$ cat src/rtl/can_rx_destuff_deser.sv
// CAN receive de-stuffer and deserialiser.
// Removes stuff bits from the sampled bit stream and flags stuff violations.
// Packs the data bits into DATA_W-bit words and queues them in a small FIFO
// that drains over a valid/ready port. The live shift register is also exported.
module can_rx_destuff_deser #(
  parameter int DATA_W        = 32,
  parameter int MSB_FIRST     = 1,
  parameter int STUFF_LEN     = 5,
  parameter int FIFO_DEPTH    = 4,
  parameter int FLUSH_PARTIAL = 1
) (
  input  logic                        clk,
  input  logic                        rst,
  input  logic                        frame_active,
  input  logic                        sample_en,
  input  logic                        rx_bit,
  input  logic                        word_ready,
  output logic                        word_valid,
  output logic [DATA_W-1:0]           word_data,
  output logic [$clog2(DATA_W+1)-1:0] word_bits,
  output logic                        stuff_err,
  output logic                        overflow,
  output logic [DATA_W-1:0]           shift_out
);

  localparam int BCW = $clog2(DATA_W+1);
  localparam int RCW = $clog2(STUFF_LEN+1);
  localparam int PW  = $clog2(FIFO_DEPTH);
  localparam int CW  = $clog2(FIFO_DEPTH+1);

  typedef struct packed {
    logic [DATA_W-1:0] data;
    logic [BCW-1:0]    bits;
  } word_t;

  // De-stuff / deserialise state
  logic [DATA_W-1:0] shreg_q, shreg_d;
  logic [BCW-1:0]    bit_cnt_q, bit_cnt_d;
  logic [RCW-1:0]    run_cnt_q, run_cnt_d;
  logic              last_bit_q, last_bit_d;
  logic              stuff_pending_q, stuff_pending_d;
  logic              stuff_err_q, stuff_err_d;
  logic              fa_q, fa_d;

  // FIFO state
  word_t             mem_q [FIFO_DEPTH];
  word_t             mem_d [FIFO_DEPTH];
  logic [PW-1:0]     wr_ptr_q, wr_ptr_d;
  logic [PW-1:0]     rd_ptr_q, rd_ptr_d;
  logic [CW-1:0]     cnt_q, cnt_d;
  logic              overflow_q, overflow_d;

  // Handshake between the deserialiser and the FIFO
  logic              push;
  word_t             push_word;
  logic              pop, full, wr_en;

  // Scratch values for a data bit
  logic [RCW-1:0]    run_nxt;
  logic [DATA_W-1:0] shreg_nxt;
  logic [BCW-1:0]    bit_nxt;

  // Bit acceptance: stuff-bit removal, run tracking, word assembly and partial flush
  always_comb begin
    shreg_d         = shreg_q;
    bit_cnt_d       = bit_cnt_q;
    run_cnt_d       = run_cnt_q;
    last_bit_d      = last_bit_q;
    stuff_pending_d = stuff_pending_q;
    stuff_err_d     = 1'b0;
    fa_d            = frame_active;
    push            = 1'b0;
    push_word       = '0;
    run_nxt         = '0;
    shreg_nxt       = '0;
    bit_nxt         = '0;

    if (!frame_active) begin
      // Idle between frames; a word still being assembled is flushed on the falling edge
      if (fa_q && (bit_cnt_q != '0) && (FLUSH_PARTIAL != 0)) begin
        push           = 1'b1;
        push_word.data = shreg_q;
        push_word.bits = bit_cnt_q;
      end
      shreg_d         = '0;
      bit_cnt_d       = '0;
      run_cnt_d       = '0;
      stuff_pending_d = 1'b0;
    end else if (sample_en) begin
      if (stuff_pending_q) begin
        // Stuff bit: must differ from the run it terminates; never shifted in
        stuff_err_d     = (rx_bit == last_bit_q);
        run_cnt_d       = RCW'(1);
        last_bit_d      = rx_bit;
        stuff_pending_d = 1'b0;
      end else begin
        run_nxt   = ((rx_bit == last_bit_q) && (run_cnt_q != '0)) ? run_cnt_q + RCW'(1) : RCW'(1);
        shreg_nxt = (MSB_FIRST != 0) ? {shreg_q[DATA_W-2:0], rx_bit}
                                     : {rx_bit, shreg_q[DATA_W-1:1]};
        bit_nxt   = bit_cnt_q + BCW'(1);
        run_cnt_d       = run_nxt;
        last_bit_d      = rx_bit;
        stuff_pending_d = (run_nxt == RCW'(STUFF_LEN));
        if (bit_nxt == BCW'(DATA_W)) begin
          // Full word: hand it off and restart; run state carries across words
          push           = 1'b1;
          push_word.data = shreg_nxt;
          push_word.bits = bit_nxt;
          shreg_d        = '0;
          bit_cnt_d      = '0;
        end else begin
          shreg_d   = shreg_nxt;
          bit_cnt_d = bit_nxt;
        end
      end
    end
  end

  // Deserialiser registers
  always_ff @(posedge clk) begin
    if (rst) begin
      shreg_q         <= '0;
      bit_cnt_q       <= '0;
      run_cnt_q       <= '0;
      last_bit_q      <= 1'b0;
      stuff_pending_q <= 1'b0;
      stuff_err_q     <= 1'b0;
      fa_q            <= 1'b0;
    end else begin
      shreg_q         <= shreg_d;
      bit_cnt_q       <= bit_cnt_d;
      run_cnt_q       <= run_cnt_d;
      last_bit_q      <= last_bit_d;
      stuff_pending_q <= stuff_pending_d;
      stuff_err_q     <= stuff_err_d;
      fa_q            <= fa_d;
    end
  end

  assign word_valid = (cnt_q != '0);
  assign full       = (cnt_q == CW'(FIFO_DEPTH));
  assign pop        = word_valid & word_ready;
  // A full FIFO still accepts a push when the head leaves on the same edge
  assign wr_en      = push & (~full | pop);

  // FIFO pointers, occupancy and sticky overflow
  always_comb begin
    wr_ptr_d   = wr_ptr_q;
    rd_ptr_d   = rd_ptr_q;
    cnt_d      = cnt_q;
    overflow_d = overflow_q;
    if (wr_en) wr_ptr_d = wr_ptr_q + PW'(1);
    if (pop)   rd_ptr_d = rd_ptr_q + PW'(1);
    if (wr_en && !pop)      cnt_d = cnt_q + CW'(1);
    else if (!wr_en && pop) cnt_d = cnt_q - CW'(1);
    // A new frame starts with a clean overflow flag
    if (frame_active && !fa_q)  overflow_d = 1'b0;
    if (push && full && !pop)   overflow_d = 1'b1;
  end

  // FIFO storage write
  always_comb begin
    mem_d = mem_q;
    if (wr_en) mem_d[wr_ptr_q] = push_word;
  end

  // FIFO control registers
  always_ff @(posedge clk) begin
    if (rst) begin
      wr_ptr_q   <= '0;
      rd_ptr_q   <= '0;
      cnt_q      <= '0;
      overflow_q <= 1'b0;
    end else begin
      wr_ptr_q   <= wr_ptr_d;
      rd_ptr_q   <= rd_ptr_d;
      cnt_q      <= cnt_d;
      overflow_q <= overflow_d;
    end
  end

  // FIFO storage; contents are masked at the output whenever the FIFO is empty
  always_ff @(posedge clk) begin
    mem_q <= mem_d;
  end

  assign word_data = word_valid ? mem_q[rd_ptr_q].data : '0;
  assign word_bits = word_valid ? mem_q[rd_ptr_q].bits : '0;
  assign stuff_err = stuff_err_q;
  assign overflow  = overflow_q;
  assign shift_out = shreg_q;

endmodule
$ cat config.mk
export PLATFORM = sky130hd
export DESIGN_NAME = can_rx_destuff_deser
export DESIGN_NICKNAME = d
export VERILOG_FILES = /design/src/rtl/can_rx_destuff_deser.sv
export SDC_FILE = /design/constraint.sdc
export NUM_CORES = 1
export LEC_CHECK = 0
export BUFFER_PORTS_ARGS = -buffer_cell sky130_fd_sc_hd__buf_2
export CAP_MARGIN = 25
export CORE_MARGIN = 2
export CORE_UTILIZATION = 59
export CTS_CLUSTER_DIAMETER = 50
export DETAILED_ROUTE_END_ITERATION = 7
export PLACE_DENSITY = 0.87
export SLEW_MARGIN = 5
export SYNTH_ARGS = -nofsm -noshare
export SYNTH_HDL_FRONTEND = slang
export SYNTH_SLANG_ARGS = --single-unit
$ cat constraint.sdc
create_clock -name clk -period 3.2 [get_ports clk]
set_input_delay 0.16 -clock clk [delete_from_list [all_inputs] [get_ports clk]]
set_output_delay 0.16 -clock clk [all_outputs]
set_load 0.02 [all_outputs]
==> results of run 1 <==
==> registers in the layout (all words and copies together), names as in the netlist <==
signal           flops
bit_cnt_q            6
cnt_q                3
fa_q                 1
last_bit_q           1
mem_q              152
overflow             1
rd_ptr_q             2
run_cnt_q            3
shift_out           32
stuff_err            1
stuff_pending_q      1
wr_ptr_q             2
==> report_power, final <==
part	leakage (uW)	total, uW	switching, uW	internal, uW
logic	0.00133	1720	1050	671
clock network	0.000359	2560	942	1620
registers	0.00194	2900	56.7	2850
total	0.00363	7190	2050	5140
==> cell families after synthesis <==
logic type | after synthesis
AND/OR/NAND/NOR | 193
multiplexers | 73
AO/OA/AOI/OAI | 62
flip-flops | 205
buffers and inverters | 50
XOR/XNOR | 9
adder cells (fa/ha/maj) | 11
==> per-layer routing <==
| metal | part of all wire (%) | vias to the layer above |
|---|---|---|
| li1 | - | 2384 |
| met1 | 38 | 2752 |
| met2 | 51 | 295 |
| met3 | 7.5 | 63 |
| met4 | 3.6 | 0 |
| met5 | 0 | - |
==> critical path, stage by stage (launching register included) <==
cell and delay [ps]:
dfxtp_1 510, nand3_2 160, or3_4 430, a211o_1 340, o21ai_2 200, ha_1 220
inv_1 60, fa_1 370, xor2_1 180, or3_1 320, a21oi_1 160
==> area by class of cell <==
type	instances	area share, %
multi-input combinational	348	28.3
clock buffer	24	5.44
timing repair buffer	97	5.85
clock inverter	12	1.80
sequential	205	56.0
inverter	9	0.336
tap	184	2.29
==> per-stage QoR <==
| stage | utilization, % | hold WS, ps |
|---|---|---|
| 5_1_grt | 69.5 | 14.0 |
| 4_1_cts | 69.5 | 13.0 |
| 2_1_floorplan | - | 308 |
| 3_3_place_gp | 64.3 | 459 |
| 3_5_place_dp | 64.3 | 466 |
| 6_report | 69.5 | 30.5 |
==> synth_stat cells, drive strengths merged, types with 3 or more instances <==
master and n:
edfxtp 152, nor3 3, a21oi 42, o211ai 5, buf 18, or3 6, nand2 43, nor2b 3
nand3 37, and2 45, xor2 7, ha 10, dfxtp 53, nor2 47, nand2b 4, o21ai 6
inv 9, mux4 38, mux2i 35, clkbuf 23
==> worst max path at each step <==
stage          endpoint  slack, ps  depth (start not counted)
6_report       cnt_q[2]        180                         10
5_1_grt        cnt_q[2]         50                         10
4_1_cts        cnt_q[2]        210                         10
3_5_place_dp   cnt_q[2]        260                         10
3_3_place_gp   cnt_q[2]        410                         10
2_1_floorplan  mem_q[0]        290                          6
==> results.toml, run 1 <==
[drt]
drtIter0Drc = 473
vias_per_cell = 6.25
routedWlPerCell_microns = 21.5
wl_microns = 18900
num_vias = 5494
remaining_drc_errors = 0
first_pass_iters = 4
ant_nets = 0

[global_route]
grt_pass1_vias = 5578
use_met2_pct = 41.3
grt_antenna_before_repair = 0
grt_first_pass_wirelength_microns = 30000
grtUsageMet1_pct = 31.0
grt_most_used_layer = "met2"
met3_usage_pct = 3.59
grt_usage_pct = 24.1
grt_max_degree = 45
overflow = 0

[min_path]
min_path_type = "in -> reg"
hold_depth = 2
holdPathEnd = "rd_ptr_q[0]"
min_from = "rst"

[synth]
synth.avg_cell_area_sq_um = 14.4
synthMuxAreaShare_pct = 13.9
yosysTopAreaCell = "edfxtp_1"
synth_top_cells_by_area = "edfxtp_1, dfxtp_1, mux4_2"
yosys_register_bits = 205
synth_edf_count = 152
syn-num-nets = 620
synthSimpleGateAreaFrac_pct = 11.9
yosys.area_share.adder_pct = 1.67
synth_warnings = 0
async_flop_share_pct = 0
ys.flop_type = "edfxtp_1"
ys_types = 44
yosysSeqAreaShare_pct = 64.7
synth_top_area_share_pct = 52.5
synth-compound-area-share_pct = 4.29
syn_inst = 603
synth_xor_area_share_pct = 0.906
synth_top_family_by_area = "multiplexers"
syn_area_sq_um = 8700

[worst_setup_path]
crit_required_ps = 3610
r2r_end = "cnt_q[2]"
startpoint_type = "flip-flop"
rrSetupSlack_ps = 180
critPathCaptureType = "flip-flop"
critPathArrivalTime_ps = 3430
crit_fanout = 9
crit_type = "reg -> reg"
r2r-start = "bit_cnt_q[2]"
ff2ff_path_depth = 10
crit_start = "bit_cnt_q[2]"

[clocking]
cts-root-buf = "clkbuf_16"
htree_levels = 1
postCtsHoldBufs = 2
cts.sinks = 205
clk_latency_ps = 480
cts_tree = "yes"
cts_resized = 0
cts_setup_buffers = 0
clock_path_buffers = 3
path_clk_slew_ps = 60
cts_inserted_buffers = 20

[place]
dp_cells = 841
place_ws_ps = 262
place_congestion = 0.842
hpwlAfterDp_microns = 11400
io_buffers = 78
place_area_sq_um = 9310

[finish]
final_cells = 879
ff_latch_area_sq_um = 5630
area_growth_pct = 15.6
fin_area_sq_um = 10100
final_cell_mix = "edfxtp_1, buf_2, dfxtp_1"
drive_above_1_share_pct = 30.4
multi_input_area_sq_um = 2850
fin_nets = 698
final_common_cell = "edfxtp_1"
filler_cell_count = 895
antenna_cells = 0

[sta]
tightest_slew_ps = 953
layout_min_cycle_time_ps = 3020
setup_viol = 0
clock-skew-final_ps = 8.54
layout_setup_ws_ps = 179
finalHoldViolations = 0
rsz0062_at_grt = "false"
fmax_mhz = 331
final_max_slew_viol_count = 0
layout_worst_path_cycle_share_pct = 94.4
tns_ps = 0
slew_headroom_pct = 36.5

[floorplan]
num_rows = 44
coreArea_sq_um = 14500
die-area_sq_um = 15700
start_util_pct = 60.1
die_y_microns = 125
fp.dieW_microns = 125
boundaryPins = 79

[status]
outcome = "finished, final reports clean"

[power]
power_density_nw_per_um2 = 715
power_uw = 7190
irDropWorstVdd_uv = 359
leakage_uw = 0.00363

[run]
drv_cap = 0
No activity file was read; power rests on OpenSTA's default activity.
==> run 2: changes to the inputs <==
- CORE_MARGIN: 2 -> default
- CORE_UTILIZATION: 59 -> 45
- PLACE_DENSITY: 0.87 -> 0.71
- SETUP_SLACK_MARGIN: default -> 0.4
==> results.toml, run 2 (synthesis results as in run 1) <==
[status]
outcome = "finished, final reports clean"

[floorplan]
coreArea_sq_um = 18800
die-area_sq_um = 19900
boundaryPins = 79
num_rows = 50
start_util_pct = 46.2
die_y_microns = 141
fp.dieW_microns = 141

[finish]
filler_cell_count = 1518
final_common_cell = "edfxtp_1"
largest_reg_flops = 152
drive_above_1_share_pct = 32.1
regMostFlops = "mem_q"
final_cells = 966
final_cell_mix = "edfxtp_1, buf_2, dfxtp_1"
area_growth_pct = 16.5
fin_nets = 706

[clocking]
cts.sinks = 205
clk_latency_ps = 500
htree_levels = 1
cts_inserted_buffers = 22
cts-root-buf = "clkbuf_16"
cts_tree = "yes"
path_clk_slew_ps = 60
clock_path_buffers = 3

[drt]
first_pass_iters = 5
routedWlPerCell_microns = 18.6
wl_microns = 17900
vias_per_cell = 5.49
drtIter0Drc = 426
remaining_drc_errors = 0
ant_nets = 0
num_vias = 5303

[global_route]
grt_max_degree = 45
grt_usage_pct = 18.5
grt_antenna_before_repair = 1
grt_first_pass_wirelength_microns = 28500
overflow = 0
grt_pass1_vias = 5368

[sta]
clock-skew-final_ps = 8.20
rsz0062_at_grt = "true"
tns_ps = 0
layout_worst_path_cycle_share_pct = 85.8
layout_setup_ws_ps = 453
tightest_slew_ps = 945
final_max_slew_viol_count = 0
slew_headroom_pct = 37.0
fmax_mhz = 364
setup_viol = 0
hold-worst-slack_ps = 49.2
layout_min_cycle_time_ps = 2750
finalHoldViolations = 0

[place]
io_buffers = 78
place_congestion = 0.778
hpwlAfterDp_microns = 11200
dp_cells = 918
place_ws_ps = 265

[worst_setup_path]
cpPeakStageDelay_ps = 380
critPathCaptureType = "flip-flop"
critPathArrivalTime_ps = 3180
startpoint_type = "flip-flop"
crit_type = "reg -> reg"
r2r-start = "bit_cnt_q[0]"
crit_required_ps = 3630
crit_fanout = 8
crit_start = "bit_cnt_q[0]"
crit_chain = "ha_1 > nor3_2 > a31oi_1 > a211o_1 > o21ai_2 > ha_2 > inv_1 > fa_1 > xor2_1 > or3_1 > a21oi_1"
critPathSlowestCell = "dfxtp_4"

[min_path]
min_from = "word_ready"
min_path_type = "in -> reg"

[power]
power_density_nw_per_um2 = 686
irDropWorstVdd_uv = 381
leakage_uw = 0.00363
power_uw = 6960

[run]
drv_cap = 0
[run 2: layer usage]
layer | vias to the layer above | share of wire (%) | track usage [%]
li1 | 2412 | - | -
met1 | 2721 | 42 | 22.7
met2 | 139 | 51 | 33.3
met3 | 31 | 4.6 | 2.82
met4 | 0 | 2.4 | 6.52
met5 | - | 0 | 0
[run 2: area by class of cell]
type | count | area, sq um | area share [%]
Multi-Input combinational cell | 348 | 2860 | 28.2
Timing Repair Buffer | 103 | 586 | 5.78
Sequential cell | 205 | 5640 | 55.6
Tap cell | 260 | 325 | 3.21
Inverter | 9 | 33.8 | 0.333
Clock buffer | 28 | 604 | 5.96
Clock inverter | 12 | 81.3 | 0.802
Antenna cell | 1 | 2.50 | 0.0247
[run 2: power by group]
group | switching, uW | leakage [uW] | internal, uW
Clock | 998 | 0.000334 | 1350
Combinational | 1050 | 0.00135 | 668
Sequential | 42.1 | 0.00194 | 2850
Total | 2090 | 0.00363 | 4870
[run 2: path summary, 6_finish.rpt]
check                           slack (ps)  cells past startpoint     endpoint
worst max-delay path                   450                     11     cnt_q[2]
worst min-delay path                    50                      4  rd_ptr_q[1]
worst max register to register         450                     11     cnt_q[2]
worst min register to register         490                      2    stuff_err
[run 2: critical path: cells and delay by family (launching register included)]
family                   cells  cell delay, ps
adder cells (fa/ha/maj)      3             840
buffers and inverters        1              60
XOR/XNOR                     1             190
AO/OA/AOI/OAI                4             760
flip-flops                   1             380
AND/OR/NAND/NOR              2             460
[run 2: timing repair]
action / 4_1_cts / 5_1_grt
setup buffers: 1 / 3
gates resized for setup: 8 / 2
endpoints found under the setup margin: 1 / 5
pin swaps: 1 / 3
hold buffers: 3 / 0
cloned: 0 / 0
endpoints found under the hold margin: 10 / 0
[run 2: metrics by stage]
stage                     util, %  area, sq um
after floorplan                 -         8710
after global placement       49.7         9360
after detailed placement     49.7         9360
after CTS                    53.6        10100
after global routing         53.8        10100
final                        53.8        10100
==> run 3: changes to the inputs <==
- CORE_UTILIZATION: 45 -> 59
- PLACE_DENSITY: 0.71 -> 0.87
==> results.toml, run 3 (synthesis results as in run 1) <==
[place]
dp_cells = 838
io_buffers = 78
place_congestion = 0.868
place_ws_ps = 205
place_area_sq_um = 9310
hpwlAfterDp_microns = 11000

[floorplan]
die_y_microns = 123
boundaryPins = 79
fp.dieW_microns = 123
die-area_sq_um = 15200
coreArea_sq_um = 14500
num_rows = 44
start_util_pct = 60.1

[global_route]
grt_pass1_vias = 5383
grt_antenna_before_repair = 0
grt_usage_pct = 25.4
grt_max_degree = 45
overflow = 0
grt_first_pass_wirelength_microns = 28700

[worst_setup_path]
crit_required_ps = 3610
critPathCaptureType = "flip-flop"
critPathArrivalTime_ps = 3180
startpoint_type = "flip-flop"
crit_fanout = 8
crit_type = "reg -> reg"

[min_path]
min_path_type = "in -> reg"

[power]
leakage_uw = 0.00363
irDropWorstVdd_uv = 560
power_uw = 7040
power_density_nw_per_um2 = 695

[drt]
first_pass_iters = 5
wl_microns = 19200
drtIter0Drc = 513
ant_nets = 0
routedWlPerCell_microns = 21.7
vias_per_cell = 6.23
remaining_drc_errors = 0
num_vias = 5501

[finish]
area_growth_pct = 16.5
largest_reg_flops = 152
final_cell_mix = "edfxtp_1, buf_2, dfxtp_1"
regMostFlops = "mem_q"
drive_above_1_share_pct = 32.3
antenna_cells = 0
final_common_cell = "edfxtp_1"
fin_area_sq_um = 10100
fin_nets = 704
final_cells = 883

[status]
outcome = "finished, final reports clean"

[clocking]
cts-root-buf = "clkbuf_16"
path_clk_slew_ps = 60
clk_latency_ps = 490
clock_path_buffers = 3
htree_levels = 1
cts_inserted_buffers = 20
cts.sinks = 205
cts_tree = "yes"

[sta]
tightest_slew_ps = 981
layout_min_cycle_time_ps = 2760
finalHoldViolations = 0
layout_worst_path_cycle_share_pct = 86.3
slew_headroom_pct = 34.6
tns_ps = 0
rsz0062_at_grt = "false"
layout_setup_ws_ps = 438
fmax_mhz = 362
clock-skew-final_ps = 11.4
final_max_slew_viol_count = 0
setup_viol = 0

[run]
drv_cap = 0
==> run 3: changes by cell type in the layout (fill, tap and decap cells not counted), moves of 4 or more <==
cell	before	now
buf_12	0	7
buf_4	22	16
clkinv_2	5	0
clkbuf_1	4	8
==> run 3: repair_timing <==
action,4_1_cts,5_1_grt
endpoints found under the hold margin,3,0
gates resized for setup,13,8
setup buffers,5,4
cloned,0,0
pin swaps,4,6
endpoints found under the setup margin,1,1
hold buffers,2,0
==> run 3: final timing paths <==
check / startpoint / endpoint / slack [ps] / cells after the start
min: rst / cnt_q[1] / 30 / 2
min reg2reg: stuff_pending_q / stuff_err / 480 / 2
max reg2reg: bit_cnt_q[3] / cnt_q[2] / 440 / 10
max: bit_cnt_q[3] / cnt_q[2] / 440 / 10
==> run 3: report_power, final <==
part | total, uW | switching, uW | internal, uW
combinational | 1780 | 1080 | 693
sequential | 2900 | 54.4 | 2840
clock | 2370 | 952 | 1410
==> run 3: per-stage QoR <==
| stage | util, % | hold WS [ps] |
|---|---|---|
| global route | 70.0 | 34.3 |
| global placement | 64.3 | 460 |
| floorplan | - | 308 |
| CTS | 69.5 | 19.4 |
| finish | 70.0 | 34.3 |
| detailed placement | 64.3 | 466 |
==> run 3: per-layer routing <==
metal  track usage (%)  share of wire [%]  up-vias
li1                  -                  -     2399
met1              31.5                 38     2768
met2              43.4                 52      266
met3              3.87                6.5       68
met4              13.3                4.2        0
met5                 0                  0        -
==> run 3: cell type report <==
type,count,area (sq um)
clock buffers,31,583
fillers,897,4340
well taps,184,230
flip-flops and latches,205,5650
clock inverters,3,68.8
repair buffers,103,671
multi-input cells,348,2900
inverters,9,33.8
==> run 3: critical path, stage by stage (launching register included) <==
cell and delay [ps]:
dfxtp_4 390, nand2_1 80, or3_4 400, a211o_1 340
o21ai_2 160, ha_2 200, inv_1 50, fa_2 360
xor2_2 210, or3_4 370, a21oi_4 150
